==> config.mk <==
export PLATFORM = sky130hd
export DESIGN_NAME = pc_sequencer
export DESIGN_NICKNAME = d
export VERILOG_FILES = /design/src/rtl/pc_sequencer.sv
export SDC_FILE = /design/constraint.sdc
export NUM_CORES = 1
export LEC_CHECK = 0
export CAP_MARGIN = 15
export CORE_ASPECT_RATIO = 0.9
export CORE_MARGIN = 2
export CORE_UTILIZATION = 40
export CTS_BUF_LIST = sky130_fd_sc_hd__clkbuf_8
export DETAILED_ROUTE_END_ITERATION = 10
export GPL_TIMING_DRIVEN = 0
export HOLD_SLACK_MARGIN = 0.03
export PLACE_DENSITY = 0.79
export SLEW_MARGIN = 5
export SYNTH_ARGS = -nofsm -noshare
export SYNTH_HDL_FRONTEND = slang
export SYNTH_SLANG_ARGS = --single-unit
==> constraint.sdc <==
create_clock -name i_clk -period 1.5 [get_ports i_clk]
set_input_delay 0.3 -clock i_clk [delete_from_list [all_inputs] [get_ports i_clk]]
set_output_delay 0.3 -clock i_clk [all_outputs]
set_load 0.02 [all_outputs]
==> src/rtl/pc_sequencer.sv <==
// pc_sequencer: registered fetch program counter.
//   Advances the PC by NUM_BYTES_IN_INST per cycle. Supports branch redirect,
//   stall, and a RUN/HALTED state machine. All outputs are registered, so no
//   input reaches an output combinationally.
//   Optional return-address stack: define PC_SEQ_RAS_EN to add call/ret.
//   Without it, call acts as branch and ret is ignored.
// Ports:
//   i_clk, i_rst                 clock; asynchronous active-high reset
//   i_stall, i_halt, i_resume    flow control
//   i_branch, i_branch_addr      redirect; the address is also the call target
//   i_call, i_ret                RAS push/jump and pop
//   o_pc_out, o_pc_valid         fetch address and its qualifier
//   o_halted                     state is HALTED
//   o_ras_overflow/underflow     one-cycle pulses from the RAS
module pc_sequencer #(
  parameter int          INST_ADDR_WIDTH   = 16,
  parameter int          NUM_BYTES_IN_INST = 2,
  parameter int unsigned RESET_VECTOR      = 0,
  parameter int          RAS_DEPTH         = 4
) (
  input  logic                       i_clk,
  input  logic                       i_rst,
  input  logic                       i_stall,
  input  logic                       i_halt,
  input  logic                       i_resume,
  input  logic                       i_branch,
  input  logic [INST_ADDR_WIDTH-1:0] i_branch_addr,
  input  logic                       i_call,
  input  logic                       i_ret,
  output logic [INST_ADDR_WIDTH-1:0] o_pc_out,
  output logic                       o_pc_valid,
  output logic                       o_halted,
  output logic                       o_ras_overflow,
  output logic                       o_ras_underflow
);

  localparam logic [INST_ADDR_WIDTH-1:0] RST_PC = INST_ADDR_WIDTH'(RESET_VECTOR);
  localparam logic [INST_ADDR_WIDTH-1:0] INC    = INST_ADDR_WIDTH'(NUM_BYTES_IN_INST);

  typedef enum logic {S_RUN, S_HALTED} state_t;

  state_t                     r_state, w_state_nxt;
  logic [INST_ADDR_WIDTH-1:0] r_pc, w_pc_nxt;
  logic                       r_valid, w_valid_nxt;
  logic                       r_ovf, w_ovf_nxt;
  logic                       r_unf, w_unf_nxt;
  logic [INST_ADDR_WIDTH-1:0] w_pc_seq;

  assign w_pc_seq = r_pc + INC;

`ifdef PC_SEQ_RAS_EN
  localparam int                PW   = $clog2(RAS_DEPTH);
  localparam logic [PW:0]       FULL = (PW+1)'(RAS_DEPTH);

  // r_ptr is the next write slot; wrapping it means a push into a full stack
  // overwrites the oldest entry.
  logic [INST_ADDR_WIDTH-1:0] r_stack [RAS_DEPTH];
  logic [PW-1:0]              r_ptr;
  logic [PW:0]                r_cnt;
  logic [PW-1:0]              w_top;
  logic                       w_push, w_pop;

  assign w_top = r_ptr - 1'b1;

  always_ff @(posedge i_clk or posedge i_rst) begin
    if (i_rst) begin
      r_ptr <= '0;
      r_cnt <= '0;
    end else if (w_push) begin
      r_ptr <= r_ptr + 1'b1;
      if (r_cnt != FULL) r_cnt <= r_cnt + 1'b1;
    end else if (w_pop) begin
      r_ptr <= w_top;
      r_cnt <= r_cnt - 1'b1;
    end
  end

  // Contents are don't-care after reset; only pointer and count are cleared.
  always_ff @(posedge i_clk) begin
    if (w_push) r_stack[r_ptr] <= w_pc_seq;
  end
`else
  logic w_unused;
  assign w_unused = i_ret | (RAS_DEPTH < 2);
`endif

  always_comb begin
    w_state_nxt = r_state;
    w_pc_nxt    = r_pc;
    w_valid_nxt = 1'b0;
    w_ovf_nxt   = 1'b0;
    w_unf_nxt   = 1'b0;
`ifdef PC_SEQ_RAS_EN
    w_push      = 1'b0;
    w_pop       = 1'b0;
`endif
    case (r_state)
      S_RUN: begin
        if (i_halt) begin
          w_state_nxt = S_HALTED;
        end else begin
          w_valid_nxt = 1'b1;
          if (i_stall) begin
            w_pc_nxt = r_pc;
`ifdef PC_SEQ_RAS_EN
          end else if (i_ret) begin
            if (r_cnt != '0) begin
              w_pc_nxt = r_stack[w_top];
              w_pop    = 1'b1;
            end else begin
              w_pc_nxt  = w_pc_seq;
              w_unf_nxt = 1'b1;
            end
          end else if (i_call) begin
            w_push    = 1'b1;
            w_ovf_nxt = (r_cnt == FULL);
            w_pc_nxt  = i_branch_addr;
          end else if (i_branch) begin
            w_pc_nxt = i_branch_addr;
`else
          end else if (i_call || i_branch) begin
            w_pc_nxt = i_branch_addr;
`endif
          end else begin
            w_pc_nxt = w_pc_seq;
          end
        end
      end
      S_HALTED: begin
        // halt wins over a simultaneous resume
        if (i_resume && !i_halt) begin
          w_state_nxt = S_RUN;
          w_valid_nxt = 1'b1;
        end
      end
      default: w_state_nxt = S_RUN;
    endcase
  end

  always_ff @(posedge i_clk or posedge i_rst) begin
    if (i_rst) begin
      r_state <= S_RUN;
      r_pc    <= RST_PC;
      r_valid <= 1'b0;
      r_ovf   <= 1'b0;
      r_unf   <= 1'b0;
    end else begin
      r_state <= w_state_nxt;
      r_pc    <= w_pc_nxt;
      r_valid <= w_valid_nxt;
      r_ovf   <= w_ovf_nxt;
      r_unf   <= w_unf_nxt;
    end
  end

  assign o_pc_out        = r_pc;
  assign o_pc_valid      = r_valid;
  assign o_halted        = (r_state == S_HALTED);
  assign o_ras_overflow  = r_ovf;
  assign o_ras_underflow = r_unf;

endmodule
==> flow_summary.toml, run 1 <==
[run_status]
status = "finished with violations"
violations = "DRC"

[sta]
fin_crit_ns = 1.49
finalMaxSlewViolations = 0
min_period_over_period = 0.993
tightest_slew_ns = 0.707
finalHoldViolCount = 0
rsz0062_at_grt = "true"
finClkSkew_ns = 0.00281
slew-limit-headroom = 0.528
fmax_mhz = 671
timing.final.ws_setup_ns = 0.0103
setup_viol = 0

[critical_path]
path_buf_inv = 1
cp_slowest_stage_delay_ns = 0.39
path_cells = "buf_6 -> ha_4 -> and4_4 -> nand4_1 -> o22ai_1 -> a2bb2oi_2"
start_kind = "flop"
end_kind = "flop"
cp_data_arrival_time_ns = 1.63
cpMaxStageDelayCell = "dfrtp_2"
crit_fanout = 8
crit_family = "simple AND/OR/NAND/NOR gates"
critical_path_required_ns = 1.64
critical_path_class = "flop to flop"

[yosys]
synth_compound_area_frac = 0.255
synth_top_family_by_area = "compound AO/OA/AOI/OAI gates"
synthXorXnorAreaFrac = 0
yosysWarnings = 0
synthMuxAreaShare = 0
ys_seq_elements = 18
avgSynthCellArea_um2 = 8.24
ys_types = 32
synth_fa_ha_area_frac = 0.0115
yosysSeqAreaShare = 0.414
syn-cell-area_mm2 = 0.00109
yosys.area_share.simple = 0.245
netlist_instances = 132
async_flop_share = 1.00
ys.flop_type = "dfrtp_1"
synth_enable_flop_cells = 0

[floorplanning]
start_util = 0.433
die-height_um = 53.5
die_area_mm2 = 0.00315
core_mm2 = 0.00251
boundaryPins = 44
num_rows = 17
die_w_um = 59.0

[clocking]
cts_made_buffers = 3
cts_tree = "yes"
cts_max_path_buffers = 2
clk_pin_slew_worst_paths_ns = 0.07
clockRootBuffer = "clkbuf_8"
clock_sinks = 18
htree_levels = 1
clk_latency_ns = 0.25

[drt]
firstDrtPassIters = 8
route.detailed.drc = 2
ant_nets = 0
routed_wl_um = 3500
vias = 1274
drt-initial-drc-count = 83
vias_per_cell = 6.15
routedWlPerCell_um = 16.9

[cells_and_area]
drive_above_1_share = 0.229
synthToLayoutAreaGrowth_pct = 55.4
fin_nets = 205
final_common_cell = "clkdlybuf4s50_1"
diodes = 0
final_cell_mix = "clkdlybuf4s50_1, dlygate4sd2_1, a21oi_1, nand2_1"

[global_route]
gr-total-overflow = 0
grt_pass1_wl_um = 5530
antenna_found_initial = 0
track_usage = 0.235
grt_pass1_vias = 1200
grt_max_degree = 19

[placed_design]
port_buffers = 40
gp_congestion = 0.866
preCtsSetupSlack_ns = -0.717
dp_hpwl_um = 2440

[run]
maxCapViolCount = 0

[pwr]
share_comb_of_total_power = 0.386
vdd_drop_max_v = 0.000538
sw_frac_of_total = 0.384
p_leak_uw = 0.000717
p_clk_frac = 0.198
power.share.sequential = 0.416
p_int_uw = 1100
netSwitchingPower_uw = 683
power.total_uw = 1780
p_per_area_mw_per_mm2 = 1050

[min_path]
hold_path.class = "input pin to async pin"
synthesized netlist by cell type, drive strengths merged (6+ instances only):
library cell / n / area share
nand2: 11 / 0.038
o21ai: 11 / 0.051
nand3: 7 / 0.032
dfrtp: 18 / 0.41
nor2: 9 / 0.031
clkbuf: 7 / 0.025
a21oi: 17 / 0.078
buf: 6 / 0.035
nand4: 9 / 0.052
power by group through the flow:
stage	sequential (µW)	combinational (µW)	clock, µW
finish	739	687	353
global route	758	735	377
CTS	722	689	352
detailed placement	742	687	0
global placement	735	672	0
floorplan	836	242	0
kinds of logic after synthesis:
logic type      count (synthesis)
simple gates                   51
compound gates                 45
flops                          18
buf+inv                        16
fa+ha+maj                       1
other cells                     1
registers in the layout, indices dropped and copies added (netlist names):
name        flops
o_pc_out       16
o_halted        1
o_pc_valid      1
repair_timing:
item,CTS,global route
hold buffers,0,0
cloned,0,0
gates resized for setup,38,19
endpoints found under the setup margin,33,16
pin swaps,4,3
setup buffers,4,2
metal layers:
| metal | vias to the layer above | GRT usage | part of all wire |
|---|---|---|---|
| met5 | - | 0 | 0 |
| met4 | 0 | 0.0530 | 0.010 |
| met3 | 7 | 0.0367 | 0.081 |
| met2 | 70 | 0.419 | 0.50 |
| met1 | 608 | 0.298 | 0.40 |
| li1 | 589 | - | - |
cell type report:
class                   count  area [µm²]
multi-input cells          99         632
inverters                   3        11.3
flip-flops and latches     18         462
fillers                   218         821
clock buffers               3        41.3
plain buffers              10        83.8
repair buffers             45         420
clock inverters             1        3.75
well taps                  28        35.0
path summary, 6_finish.rpt:
path / startpoint / end / slack (ns) / cells after the start
max reg2reg: o_pc_out[2] / o_pc_out[13] / 0.01 / 6
min in group i_clk: i_halt / o_halted / 0.49 / 2
min: i_rst / o_pc_valid / 0.47 / 2
max in group asynchronous: i_rst / o_pc_out[9] / 0.54 / 2
min reg2reg: o_pc_out[0] / o_pc_out[0] / 0.49 / 2
max: o_pc_out[2] / o_pc_out[13] / 0.01 / 6
per-stage QoR:
stage / util / area [µm²] / cells / hold slack [ns] / setup TNS, ns
4_1_cts: 0.658 / 1650 / 207 / 0.496 / 0
2_1_floorplan: - / 1120 / 133 / 0.238 / -0.00263
3_5_place_dp: 0.618 / 1550 / 201 / 0.502 / -9.94
5_1_grt: 0.673 / 1690 / 207 / 0.519 / -0.181
6_report: 0.673 / 1690 / 207 / 0.467 / 0
3_3_place_gp: 0.618 / 1550 / 201 / 0.499 / -8.93
Note: power is estimated with default switching activity, not from simulation.
==> run 2: changes to the inputs <==
--- a/config.mk
+++ b/config.mk
@@ -12,7 +12,7 @@
 export CTS_BUF_LIST = sky130_fd_sc_hd__clkbuf_8
 export DETAILED_ROUTE_END_ITERATION = 10
 export GPL_TIMING_DRIVEN = 0
-export HOLD_SLACK_MARGIN = 0.03
+export HOLD_SLACK_MARGIN = 0.15
 export PLACE_DENSITY = 0.79
 export SLEW_MARGIN = 5
 export SYNTH_ARGS = -nofsm -noshare
==> constraint.sdc (replaced) <==
create_clock -name i_clk -period 1.5 [get_ports i_clk]
set_input_delay 0.3 -clock i_clk [delete_from_list [all_inputs] [get_ports i_clk]]
set_output_delay 0.3 -clock i_clk [all_outputs]
set_load 0.05 [all_outputs]
==> run 2 against run 1 <==
The run still ends with DRC left. First-iteration DRC count is 65% lower. Flip-flop and latch count unchanged. Setup slack better by 0.0054 ns. Sequential share of layout area rose by 0.65 points. Sequential power is 0.5% higher. Non-clock buffer count rose by 3.
==> flow_summary.toml, run 2 (synthesis gave the netlist of run 1 again) <==
[global_route]
grt_pass1_vias = 1211
grt_pass1_wl_um = 5730
track_usage = 0.244
antenna_found_initial = 0
grt_max_degree = 19
gr-total-overflow = 0

[floorplanning]
num_rows = 17
boundaryPins = 44
start_util = 0.433
die-height_um = 53.5
core_mm2 = 0.00251
die_area_mm2 = 0.00315
die_w_um = 59.0

[placed_design]
gp_congestion = 0.899
preCtsSetupSlack_ns = -0.677
port_buffers = 40
post_dp_cell_area_mm2 = 0.00158
dp.cells = 201
dp_hpwl_um = 2500

[drt]
vias_per_cell = 5.95
ant_nets = 0
routedWlPerCell_um = 17.2
drt-initial-drc-count = 29
firstDrtPassIters = 7
routed_wl_um = 3610
route.detailed.drc = 3
vias = 1250

[critical_path]
end_kind = "output pin"
path_buf_inv = 2
crit_family = "buffers and inverters"
rrSetupSlack_ns = 0.02
critical_path_class = "flop to output pin"
worst-path-stages = 2
cp_slowest_stage_delay_ns = 0.45
r2r-start = "o_halted"
cpMaxStageDelayCell = "dfrtp_2"
path_cells = "buf_4 -> clkdlybuf4s15_2"
r2r-end = "o_pc_out[7]"
critical_path_required_ns = 1.20
crit_fanout = 5
reg2reg_depth = 5
crit_start = "o_pc_out[2]"
start_kind = "flop"
cp_data_arrival_time_ns = 1.18
crit_path_end = "o_pc_out[2]"

[sta]
slew-limit-headroom = 0.530
finalHoldViolCount = 0
min_period_over_period = 0.990
setup_tns_ns = 0
fin_crit_ns = 1.48
tightest_slew_ns = 0.705
timing.final.ws_setup_ns = 0.0156
finalMaxSlewViolations = 0
finClkSkew_ns = 0.00662
rsz0062_at_grt = "true"
fmax_mhz = 674
setup_viol = 0

[cells_and_area]
final_cell_mix = "clkdlybuf4s50_1, a21oi_1, dfrtp_2, nand2_1"
multi_input_area_um2 = 612
diodes = 0
final_common_cell = "clkdlybuf4s50_1"
fin_nets = 208
fin_cells = 210
largest_register_ffs = 16
seq_area_um2 = 469
final_util = 0.668
fin_area_mm2 = 0.00168
nFillCells = 217
synthToLayoutAreaGrowth_pct = 54.2
drive_above_1_share = 0.308

[clocking]
cts_made_buffers = 3
htree_levels = 1
clk_pin_slew_worst_paths_ns = 0.08
clk_latency_ns = 0.26
hold_buffers = 0
clock_sinks = 18
cts_tree = "yes"
cts_max_path_buffers = 2
clockRootBuffer = "clkbuf_8"

[run]
maxCapViolCount = 0

[run_status]
status = "finished with violations"
violations = "DRC"

[min_path]
hold_path.class = "input pin to async pin"

[pwr]
p_leak_uw = 0.000696
vdd_drop_max_v = 0.000566
p_per_area_mw_per_mm2 = 1210
## run 2: cell count changes in the layout (fill, tap and decap cells not counted), sizes merged
cell,previous run,this run
dlygate4sd2,19,5
clkbuf,8,16
buf,10,11
clkdlybuf4s15,0,9
dlymetal6s2s,1,0
## run 2: how the worst min path moves through the flow
stage | endpoint | slack, ns | depth (start not counted)
after floorplan | o_pc_out[0] | 0.24 | 1
after global placement | o_pc_out[0] | 0.50 | 2
after detailed placement | o_pc_out[0] | 0.51 | 2
after CTS | o_halted | 0.45 | 2
after global routing | o_halted | 0.52 | 2
final | o_pc_valid | 0.45 | 2
## run 2: layer usage
metal,up-vias,track usage,share of wire
li1,593,-,-
met1,593,0.317,0.40
met2,62,0.413,0.51
met3,2,0.0391,0.084
met4,0,0.0795,0.0058
met5,-,0,0
## run 2: metrics by stage
step	hold slack, ns	power [µW]
finish	0.446	2030
global route	0.516	2130
CTS	0.450	1990
detailed placement	0.507	1680
global placement	0.500	1660
floorplan	0.238	1330
## run 2: final cells by class
type / count / share of cell area
plain buffers: 11 / 0.0507
flip-flops and latches: 18 / 0.280
multi-input cells: 99 / 0.365
clock inverters: 1 / 0.00224
repair buffers: 47 / 0.250
clock buffers: 3 / 0.0246
well taps: 28 / 0.0209
inverters: 3 / 0.00672
## run 2: report_power, final
group	switching (µW)	internal, µW
combinational	610	322
clock	176	182
sequential	142	602
total	928	1110
## run 2: what timing repair did
item	4_1_cts	5_1_grt
resized for setup	44	23
setup buffers	0	7
hold endpoints to repair	0	0
pin swaps	0	5
setup endpoints to repair	34	26
